### src/rtl/mips_hazard_control.sv
// Control/hazard unit for the 5-stage MIPS pipeline: decode, EX forwarding, load-use and ID-branch
// stalls, branch/jump squash. Define HAZARD_STATS_EN to add saturating stall/flush counters.
module mips_hazard_control #(
  parameter int CNT_W           = 16,
  parameter bit BRANCH_WB_STALL = 1'b1
) (
  input  logic             clk,
  input  logic             rst,
  input  logic [31:0]      instruction,
  input  logic             EqualFlag,
  input  logic [4:0]       RSReg,
  input  logic [4:0]       RTReg,
  input  logic [4:0]       RDRegStage4,
  input  logic [4:0]       RDRegStage5,
  input  logic             WriteRegSignalStage4,
  input  logic             WriteRegSignalStage5,
  output logic [8:0]       ControlOutput,
  output logic             HazardSel,
  output logic             PCWrite,
  output logic             IF_IDWrite,
  output logic [1:0]       PCSrc,
  output logic [1:0]       ForwardingSelA,
  output logic [1:0]       ForwardingSelB
`ifdef HAZARD_STATS_EN
  ,
  output logic [CNT_W-1:0] StallCount,
  output logic [CNT_W-1:0] FlushCount
`endif
);

  localparam logic [5:0] OP_RTYPE = 6'b000000;
  localparam logic [5:0] OP_LW    = 6'b100011;
  localparam logic [5:0] OP_SW    = 6'b101011;
  localparam logic [5:0] OP_ADDI  = 6'b001000;
  localparam logic [5:0] OP_BEQ   = 6'b000100;
  localparam logic [5:0] OP_J     = 6'b000010;

  localparam logic [5:0] F_AND = 6'b100100;
  localparam logic [5:0] F_OR  = 6'b100101;
  localparam logic [5:0] F_ADD = 6'b100000;
  localparam logic [5:0] F_SUB = 6'b100010;
  localparam logic [5:0] F_SLT = 6'b101010;

  typedef enum logic [1:0] {RUN, STALL, FLUSH} state_t;
  state_t state, next_state;

  logic [5:0] op, funct;
  logic [4:0] rs_id, rt_id, rd_id;
  logic       unused_shamt;

  assign op           = instruction[31:26];
  assign rs_id        = instruction[25:21];
  assign rt_id        = instruction[20:16];
  assign rd_id        = instruction[15:11];
  assign funct        = instruction[5:0];
  assign unused_shamt = ^instruction[10:6];

  logic [8:0] dec_ctrl;
  logic [4:0] dec_dest;
  logic       is_beq, is_j, reads_rt;
  logic       ex_memread, ex_regwrite;
  logic [4:0] ex_dest;
  logic       load_use, br_haz, rs_busy, rt_busy;

  // Bit layout: {MemRead, MemWrite, ALUSrc, RegDst, ALUop[2:0], MemtoReg, RegWrite}
  // NOTE: every always_comb output gets a default first so no path can infer a latch.
  always_comb begin
    dec_ctrl = '0;
    case (op)
      OP_RTYPE: begin
        case (funct)
          F_AND:   dec_ctrl = {2'b00, 1'b0, 1'b0, 3'b000, 2'b01};
          F_OR:    dec_ctrl = {2'b00, 1'b0, 1'b0, 3'b001, 2'b01};
          F_ADD:   dec_ctrl = {2'b00, 1'b0, 1'b0, 3'b010, 2'b01};
          F_SUB:   dec_ctrl = {2'b00, 1'b0, 1'b0, 3'b110, 2'b01};
          F_SLT:   dec_ctrl = {2'b00, 1'b0, 1'b0, 3'b111, 2'b01};
          default: dec_ctrl = '0;
        endcase
      end
      OP_LW:   dec_ctrl = {2'b10, 1'b1, 1'b1, 3'b010, 2'b11};
      OP_SW:   dec_ctrl = {2'b01, 1'b1, 1'b0, 3'b010, 2'b00};
      OP_ADDI: dec_ctrl = {2'b00, 1'b1, 1'b1, 3'b010, 2'b01};
      default: dec_ctrl = '0;
    endcase
  end

  assign dec_dest = dec_ctrl[5] ? rt_id : rd_id;
  assign is_beq   = (op == OP_BEQ);
  assign is_j     = (op == OP_J);
  assign reads_rt = (op == OP_RTYPE) || (op == OP_SW) || is_beq;

  function automatic logic [1:0] fwd_sel(input logic [4:0] src,
                                         input logic w4, input logic [4:0] d4,
                                         input logic w5, input logic [4:0] d5);
    if (src == 5'd0)           return 2'b00;
    if (w4 && (d4 == src))     return 2'b01;
    if (w5 && (d5 == src))     return 2'b10;
    return 2'b00;
  endfunction

  assign load_use = ex_memread && (ex_dest != 5'd0) &&
                    ((ex_dest == rs_id) || (reads_rt && (ex_dest == rt_id)));

  // The beq compares in ID, so any producer still ahead of writeback must drain first.
  assign rs_busy = (rs_id != 5'd0) &&
                   ((ex_regwrite && (ex_dest == rs_id)) ||
                    (WriteRegSignalStage4 && (RDRegStage4 == rs_id)) ||
                    (BRANCH_WB_STALL && WriteRegSignalStage5 && (RDRegStage5 == rs_id)));
  assign rt_busy = (rt_id != 5'd0) &&
                   ((ex_regwrite && (ex_dest == rt_id)) ||
                    (WriteRegSignalStage4 && (RDRegStage4 == rt_id)) ||
                    (BRANCH_WB_STALL && WriteRegSignalStage5 && (RDRegStage5 == rt_id)));
  assign br_haz  = is_beq && (rs_busy || rt_busy);

  always_comb begin
    next_state     = RUN;
    HazardSel      = 1'b0;
    PCWrite        = 1'b1;
    IF_IDWrite     = 1'b1;
    PCSrc          = 2'b00;
    ControlOutput  = dec_ctrl;
    ForwardingSelA = fwd_sel(RSReg, WriteRegSignalStage4, RDRegStage4,
                             WriteRegSignalStage5, RDRegStage5);
    ForwardingSelB = fwd_sel(RTReg, WriteRegSignalStage4, RDRegStage4,
                             WriteRegSignalStage5, RDRegStage5);
    if (state == FLUSH) begin
      next_state = RUN;
    end else if (load_use || br_haz) begin
      next_state = STALL;
      PCWrite    = 1'b0;
      IF_IDWrite = 1'b0;
    end else begin
      HazardSel = 1'b1;
      if (is_j) begin
        PCSrc      = 2'b10;
        next_state = FLUSH;
      end else if (is_beq && EqualFlag) begin
        PCSrc      = 2'b01;
        next_state = FLUSH;
      end
    end
    // Reset acts on the outputs immediately, not at the next edge.
    if (rst) begin
      next_state     = RUN;
      HazardSel      = 1'b0;
      PCWrite        = 1'b1;
      IF_IDWrite     = 1'b1;
      PCSrc          = 2'b00;
      ControlOutput  = '0;
      ForwardingSelA = 2'b00;
      ForwardingSelB = 2'b00;
    end
  end

  // NOTE: sequential state uses non-blocking assignments so every flop samples pre-edge values.
  always_ff @(posedge clk or posedge rst) begin
    if (rst) begin
      state       <= RUN;
      ex_memread  <= 1'b0;
      ex_regwrite <= 1'b0;
      ex_dest     <= '0;
    end else begin
      state       <= next_state;
      ex_memread  <= HazardSel & dec_ctrl[8];
      ex_regwrite <= HazardSel & dec_ctrl[0];
      ex_dest     <= HazardSel ? dec_dest : 5'd0;
    end
  end

`ifdef HAZARD_STATS_EN
  always_ff @(posedge clk or posedge rst) begin
    if (rst) begin
      StallCount <= '0;
      FlushCount <= '0;
    end else begin
      if (!PCWrite && (StallCount != '1))
        StallCount <= StallCount + CNT_W'(1);
      if ((state == FLUSH) && (FlushCount != '1))
        FlushCount <= FlushCount + CNT_W'(1);
    end
  end
`endif

endmodule

### config.mk
export PLATFORM = sky130hd
export DESIGN_NAME = mips_hazard_control
export DESIGN_NICKNAME = d
export VERILOG_FILES = /design/src/rtl/mips_hazard_control.sv
export SDC_FILE = /design/constraint.sdc
export NUM_CORES = 1
export LEC_CHECK = 0
export BUFFER_PORTS_ARGS = -buffer_cell sky130_fd_sc_hd__buf_2
export CAP_MARGIN = 20
export CORE_MARGIN = 5
export CORE_UTILIZATION = 29
export CTS_BUF_LIST = sky130_fd_sc_hd__clkbuf_8
export DETAILED_ROUTE_END_ITERATION = 8
export GPL_TIMING_DRIVEN = 0
export PLACE_DENSITY = 0.61
export SYNTH_ARGS = -nofsm -noshare
export SYNTH_HDL_FRONTEND = slang
export SYNTH_SLANG_ARGS = --single-unit
### constraint.sdc
create_clock -name clk -period 2.45 [get_ports clk]
set_input_delay 0 -clock clk [delete_from_list [all_inputs] [get_ports clk]]
set_output_delay 0 -clock clk [all_outputs]
set_load 0.05 [all_outputs]
==> results of run 1 <==
[timing repair]
action	in CTS	in global routing
buffers inserted	0	0
resized for setup	0	2
hold buffers	1	0
endpoints found under the setup margin	0	1
hold endpoints to repair	9	0
[state kept, by name (all words and copies together) (netlist names)]
name,cells
ex_dest,5
state,2
ex_memread,1
ex_regwrite,1
[report_power, final]
part	internal, mW	total [mW]	switching (mW)
sequential	0.154	0.160	0.00557
clock	0.109	0.170	0.0605
combinational	0.109	0.243	0.134
total	0.373	0.573	0.200
[through the flow]
step           instance area [µm²]  power, mW
3_5_place_dp                  1838     0.4040
5_1_grt                       1896     0.6092
6_report                      1896     0.5727
2_1_floorplan                 1444     0.3108
3_3_place_gp                  1838     0.4006
4_1_cts                       1893     0.5799
[worst reg2reg max path, stage by stage (launching register included)]
cell	delay (ns)
dfrtp_1	0.41
or4_1	0.55
o221a_2	0.31
nand2b_1	0.18
buf_4	0.20
nor4_2	0.21
[worst min-delay path by stage]
stage	slack [ns]	cells past startpoint	to
after floorplan	0.05	2	ex_dest[0]
after global placement	0.22	2	ex_memread
after detailed placement	0.24	2	ex_dest[1]
after CTS	0.03	2	ex_memread
after global routing	0.04	2	ex_memread
final	0.04	2	ex_memread
[routing by layer]
layer | GRT usage (%) | vias to the layer above
met5 | 0 | -
met4 | 3.547 | 0
met3 | 3.160 | 4
met2 | 22.76 | 56
met1 | 18.12 | 682
li1 | - | 743
[cells by family after synthesis]
family / synth area share (%)
xor+xnor: 30.81
mux: 4.226
buf+inv: 4.401
flops: 15.85
simple gates: 34.51
compound gates: 10.21
[layout by cell type (no fill, tap or decap), drive strengths merged, types with 3 or more instances in the layout]
master  count
buf        66
xnor2      38
nor3       16
nor2       14
xor2       12
dfrtp       9
nor4        9
clkbuf      9
nand3       7
mux2i       6
nand4       6
nand2       5
or4         5
inv         4
nor2b       4
a21oi       4
nand2b      3
[area by class of cell]
| cell class | instances | share of cell area, % |
|---|---|---|
| plain buffers | 10 | 2.706 |
| repair buffers | 63 | 17.03 |
| flip-flops and latches | 9 | 11.88 |
| well taps | 67 | 4.422 |
| clock inverters | 1 | 0.1980 |
| clock buffers | 3 | 2.178 |
| multi-input cells | 150 | 60.99 |
| inverters | 3 | 0.5941 |
==> impl_results.md, run 1 <==
* First-pass GRT wire length at 7051 µm
* WL final at 4367 µm
* Top Ports at 75
* RSZ-0062 raised after global routing: no
* DRT Pass-1 Iters at 4
* Count leader, synth: xnor2_1
* CP cell instances: or4_1, o221a_2, nand2b_1, buf_4, nor3_2, buf_4
* Largest area contributor in the netlist: xnor2_1
* Register-to-Register Path Depth at 5
* Max_slew headroom at 66.23%
* Hold Vio Cnt, Final at 0
* Critical path endpoint category: output port
* GPL Wtd Cong at about 0.79
* Slew Viols, Final at 0
* Clock Tree Buf Depth at 2
* Antenna cell count at 0
* Crit-path max FO at 10
* Async set or reset register ratio after synthesis at between 90% and 100%
* CTS tree: built
* Startpoint types: register
* Leak at approximately 0.80 nW
* Number of synthesized register bits at 9
* Gr ovfl total at 0
* Critical path buffer and inverter count at 2
* DR vias at about 1,500
* Clk sinks at 9
* Crit share post-route at between 90 and 100%
* Finished Layout Cells at 306
* Pre-CTS setup slack at about 0.34 ns
* Hold WS at roughly 0.039 ns
* Crit path kind: register to output port
* Port buffer count at 62
* Max cap viols at 0
* FF/Latch Area at approximately 230 µm²
* R2r setup slk at about 0.48 ns
* Top-area cell type share of the netlist area at 23.42%
* Max incr delay on CP at around 0.55 ns
* CTS buffer count at 3
* Initial Util at approximately 30%
* Die ar. at approximately 6400 µm²
* Wire per inst at roughly 14 µm
* Final worst setup slack at roughly 0.14 ns
* Share of layout cells above drive strength 1 at approximately 38%
* Core area at about 4800 µm²
* Die Ht at about 80 µm
* CP endpoint: PCSrc[0]
* Post-synth cell types at 40
* Type of the worst min-delay path: input pin to register
* Number of flops mapped to enable cells by yosys at 0
* DR iter-0 viols at 58
* Power Density at about 300 nW/µm²
* Met3 routed WL at between 300 and 400 µm
* GRT Util Overall at between 10% and 20%
* Area Overhead vs Synth at 33.36%
* Slew @ Worst Pin at about 0.51 ns
* Worst hold start: instruction[28]
* ANT nets after route at 0
* CP required at 2.45 ns
* Yosys warns at 0
* DR DRC count at 0
* Largest net degree at the start of global routing at 11
* Final design utilization at between 30% and 40%
* Top routing layer in use: met4
* Critical path's slowest cell: or4_1
* Via/cell ratio at about 4.9
* CTS H-tree lvls at 1
* Cell mode on critical path: buf_4
* Multi-input gate area at 1156 µm²
* Die Wd at approximately 80 µm
* Crit path from: ex_dest[1]
* Most frequent cells after synthesis: 38 x xnor2_1, 14 x nor2_1, 12 x xor2_1, 9 x dfrtp_1, 9 x nor3_1
* WP depth at 6
* CTS Root Buffer Type: clkbuf_8
* Top post-synthesis cells by area: xnor2_1 23%, dfrtp_1 16%, xor2_1 7.4%, mux2i_1 4.2%, nor3_2 4.2%
* Post-Place Cells at 301
* Worst path top cell family by delay: simple AND/OR/NAND/NOR gates
* Setup TNS at 0 ns
* Antenna violations before repair at 0
* Sequential share of the synthesized area at between 15 and 20%
* Status: finished clean
* Area of the mapped netlist at ~1400 µm²
* Reg2reg start: ex_dest[1]
* Synthesized area per cell at roughly 8.3 µm²
* Worst skew pair latency at between 0.2 and 0.25 ns
* R2r endpoint: state[1]
* Fmax at 432.3 MHz
* Post-synth top flop: dfrtp_1
* Met1 WL at 2056 µm
* Setup violators final at 0
* Clock slew at reported path FFs at about 0.05 ns
* Critical path data arrival time at 2.31 ns
* Post-Syn Instances at between 150 and 200
* Syn Nets at 229
* HPWL after DPL at 3609 µm
* Std-Cell Rows at 25
* Nets at 297
* WL met2 at approximately 1900 µm
* Fillers at 513
* Setup Skew at around 0.0044 ns
* Worst vdd ir at 0.0001840 V
* Via count of the first global-routing pass at 1,487
* Minimum clock period at around 2.3 ns
(Power assumes the default switching activity.)
==> run 2: changes to the inputs <==
--- a/config.mk
+++ b/config.mk
@@ -9,7 +9,6 @@
 export CAP_MARGIN = 20
 export CORE_MARGIN = 5
 export CORE_UTILIZATION = 29
-export CTS_BUF_LIST = sky130_fd_sc_hd__clkbuf_8
 export DETAILED_ROUTE_END_ITERATION = 8
 export GPL_TIMING_DRIVEN = 0
 export PLACE_DENSITY = 0.61
==> impl_results.md, run 2 (same netlist as run 1, synthesis figures left out) <==
* Setup Skew at 0.004214 ns (-0.0001800 ns)
* DR iter-0 viols at 58 (unchanged)
* Top Ports at 75 (unchanged)
* Initial Util at 29.89% (unchanged)
* Type of the worst min-delay path: input pin to register
* Setup violators final at 0 (unchanged)
* Critical path buffer and inverter count at 2 (unchanged)
* Total power at 577.0 µW (+0.76%)
* GPL Wtd Cong at 0.7910 (unchanged)
* Largest net degree at the start of global routing at 11 (unchanged)
* Critical path's slowest cell: or4_1
* Max cap viols at 0 (unchanged)
* Die ar. at 6402 µm² (unchanged)
* HPWL after DPL at 3609 µm (unchanged)
* Part of the power in registers at 27.7% (-0.2 points)
* Hold Vio Cnt, Final at 0 (unchanged)
* Sw Ratio at 34.69% (-0.25 points)
* Power Density at 304.4 nW/µm² (+0.76%)
* Internal at 376.9 µW (+1.1%)
* Wire per inst at 14.27 µm (unchanged)
* Die Ht at 80.01 µm (unchanged)
* Setup TNS at 0 ns (unchanged)
* Leak at 0.7946 nW (-0.52%)
* Fillers at 513 (unchanged)
* Worst vdd ir at 0.0001945 V (+5.7%)
* Max FFs per register at 5 (unchanged)
* Pre-CTS setup slack at 0.3404 ns (unchanged)
* Max incr delay on CP at 0.55 ns (about the same)
* Fmax at 432.2 MHz (about the same)
* Area Overhead vs Synth at 33.36% (unchanged)
* Reg with most FFs: ex_dest
* GRT Util Overall at 13.85% (unchanged)
* Clk sinks at 9 (unchanged)
* WL final at 4367 µm (unchanged)
* Status: finished clean
* Die Wd at 80.01 µm (unchanged)
* Clock power share at 30.2% (+0.6 points)
* RSZ-0062 raised after global routing: no
* Psw at 200.1 µW (about the same)
* Most frequent cells in the layout: 62 x buf_2, 38 x xnor2_1, 14 x nor2_1, 12 x xor2_1, 9 x dfrtp_1
* Antenna cell count at 0 (unchanged)
* DRT Pass-1 Iters at 4 (unchanged)
* CTS tree: built
* DR DRC count at 0 (unchanged)
* CTS buffer count at 3 (unchanged)
* Max_slew headroom at 66.23% (unchanged)
* # Post-CTS Setup Buffers at 0 (unchanged)
* CTS Root Buffer Type: clkbuf_8
* ANT nets after route at 0 (unchanged)
* Std-Cell Rows at 25 (unchanged)
* Nets at 297 (unchanged)
* Crit-path max FO at 10 (unchanged)
* Clock slew at reported path FFs at 0.05 ns (about the same)
* Antenna violations before repair at 0 (unchanged)
* Minimum clock period at 2.313 ns (+0.0001500 ns)
* Via/cell ratio at 4.850 (about the same)
* Worst skew pair latency at 0.24 ns (about the same)
* Worst path top cell family by delay: simple AND/OR/NAND/NOR gates
* Biggest regs: ex_dest x5, state x2
* Share of layout cells above drive strength 1 at 38.49% (unchanged)
* Slew @ Worst Pin at 0.5066 ns (unchanged)
* Cell mode on critical path: buf_4
* CTS H-tree lvls at 1 (unchanged)
* CP required at 2.45 ns (about the same)
* First-pass GRT wire length at 7051 µm (unchanged)
* Gr ovfl total at 0 (unchanged)
* Core area at 4755 µm² (unchanged)
* Startpoint types: register
* Slew Viols, Final at 0 (unchanged)
* Critical path endpoint category: output port
* Critical path data arrival time at 2.31 ns (about the same)
* Final worst setup slack at 0.1365 ns (-0.0001500 ns)
* Port buffer count at 62 (unchanged)
* CP cell instances: or4_1, o221a_2, nand2b_1, buf_4, nor3_2, buf_4
* Comb pwr share at 42.1% (-0.3 points)
* Clock Tree Buf Depth at 2 (unchanged)
* DR vias at 1,484 (-0.067%)
* Crit share post-route at 94.43% (about the same)
* Hold WS at 0.03839 ns (-0.0001726 ns)
* Most common cell after layout, fill and taps aside: buf_2
* Via count of the first global-routing pass at 1,487 (unchanged)
* Crit path kind: register to output port
-- run 2: cell count changes in the layout (fill, tap and decap cells not counted) --
cell      delta
clkbuf_1     +1
inv_1        -1
-- run 2: through the flow --
| step | std cells | utilization, % | instance area [µm²] |
|---|---|---|---|
| after CTS | 306 | 39.82 | 1893 |
| final | 306 | 39.87 | 1896 |
| after global placement | 301 | 38.66 | 1838 |
| after global routing | 306 | 39.87 | 1896 |
| after detailed placement | 301 | 38.66 | 1838 |
| after floorplan | 172 | - | 1444 |
-- run 2: path summary, 6_finish.rpt --
check / start / endpoint / slack [ns] / cells after the start
worst max-delay path: ex_dest[1] / PCSrc[0] / 0.14 / 6
worst min-delay path: instruction[28] / ex_memread / 0.04 / 2
worst max register to register: ex_dest[1] / state[1] / 0.48 / 5
worst min register to register: state[1] / state[0] / 0.54 / 2
max in group asynchronous: rst / state[1] / 1.67 / 3
min in group asynchronous: rst / ex_dest[0] / 0.51 / 3
-- run 2: final cells by class --
class | instances | area, µm² | share of cell area, %
plain buffers | 10 | 51.30 | 2.706
repair buffers | 63 | 322.8 | 17.03
clock buffers | 4 | 45.04 | 2.376
inverters | 3 | 11.26 | 0.5941
flip-flops and latches | 9 | 225.2 | 11.88
well taps | 67 | 83.83 | 4.422
multi-input cells | 150 | 1156 | 60.99
-- run 2: metal layers --
layer	global-route usage, %	part of all wire [%]	vias to the layer above	wire length [µm]
li1	-	-	743	-
met1	18.12	47	681	2056
met2	22.76	45	56	1945
met3	3.160	7.4	4	324
met4	3.547	0.92	0	40
met5	0	0	-	0
-- run 2: timing repair --
item,CTS,global route
hold endpoints to repair,9,0
setup endpoints to repair,0,1
hold buffers,1,0
resized for setup,0,2
-- run 2: power by group through the flow --
stage	clock network [mW]	registers [mW]	logic, mW
finish	0.174	0.160	0.243
global route	0.184	0.161	0.269
detailed placement	0	0.162	0.242
floorplan	0	0.161	0.150
global placement	0	0.162	0.238
CTS	0.180	0.160	0.244
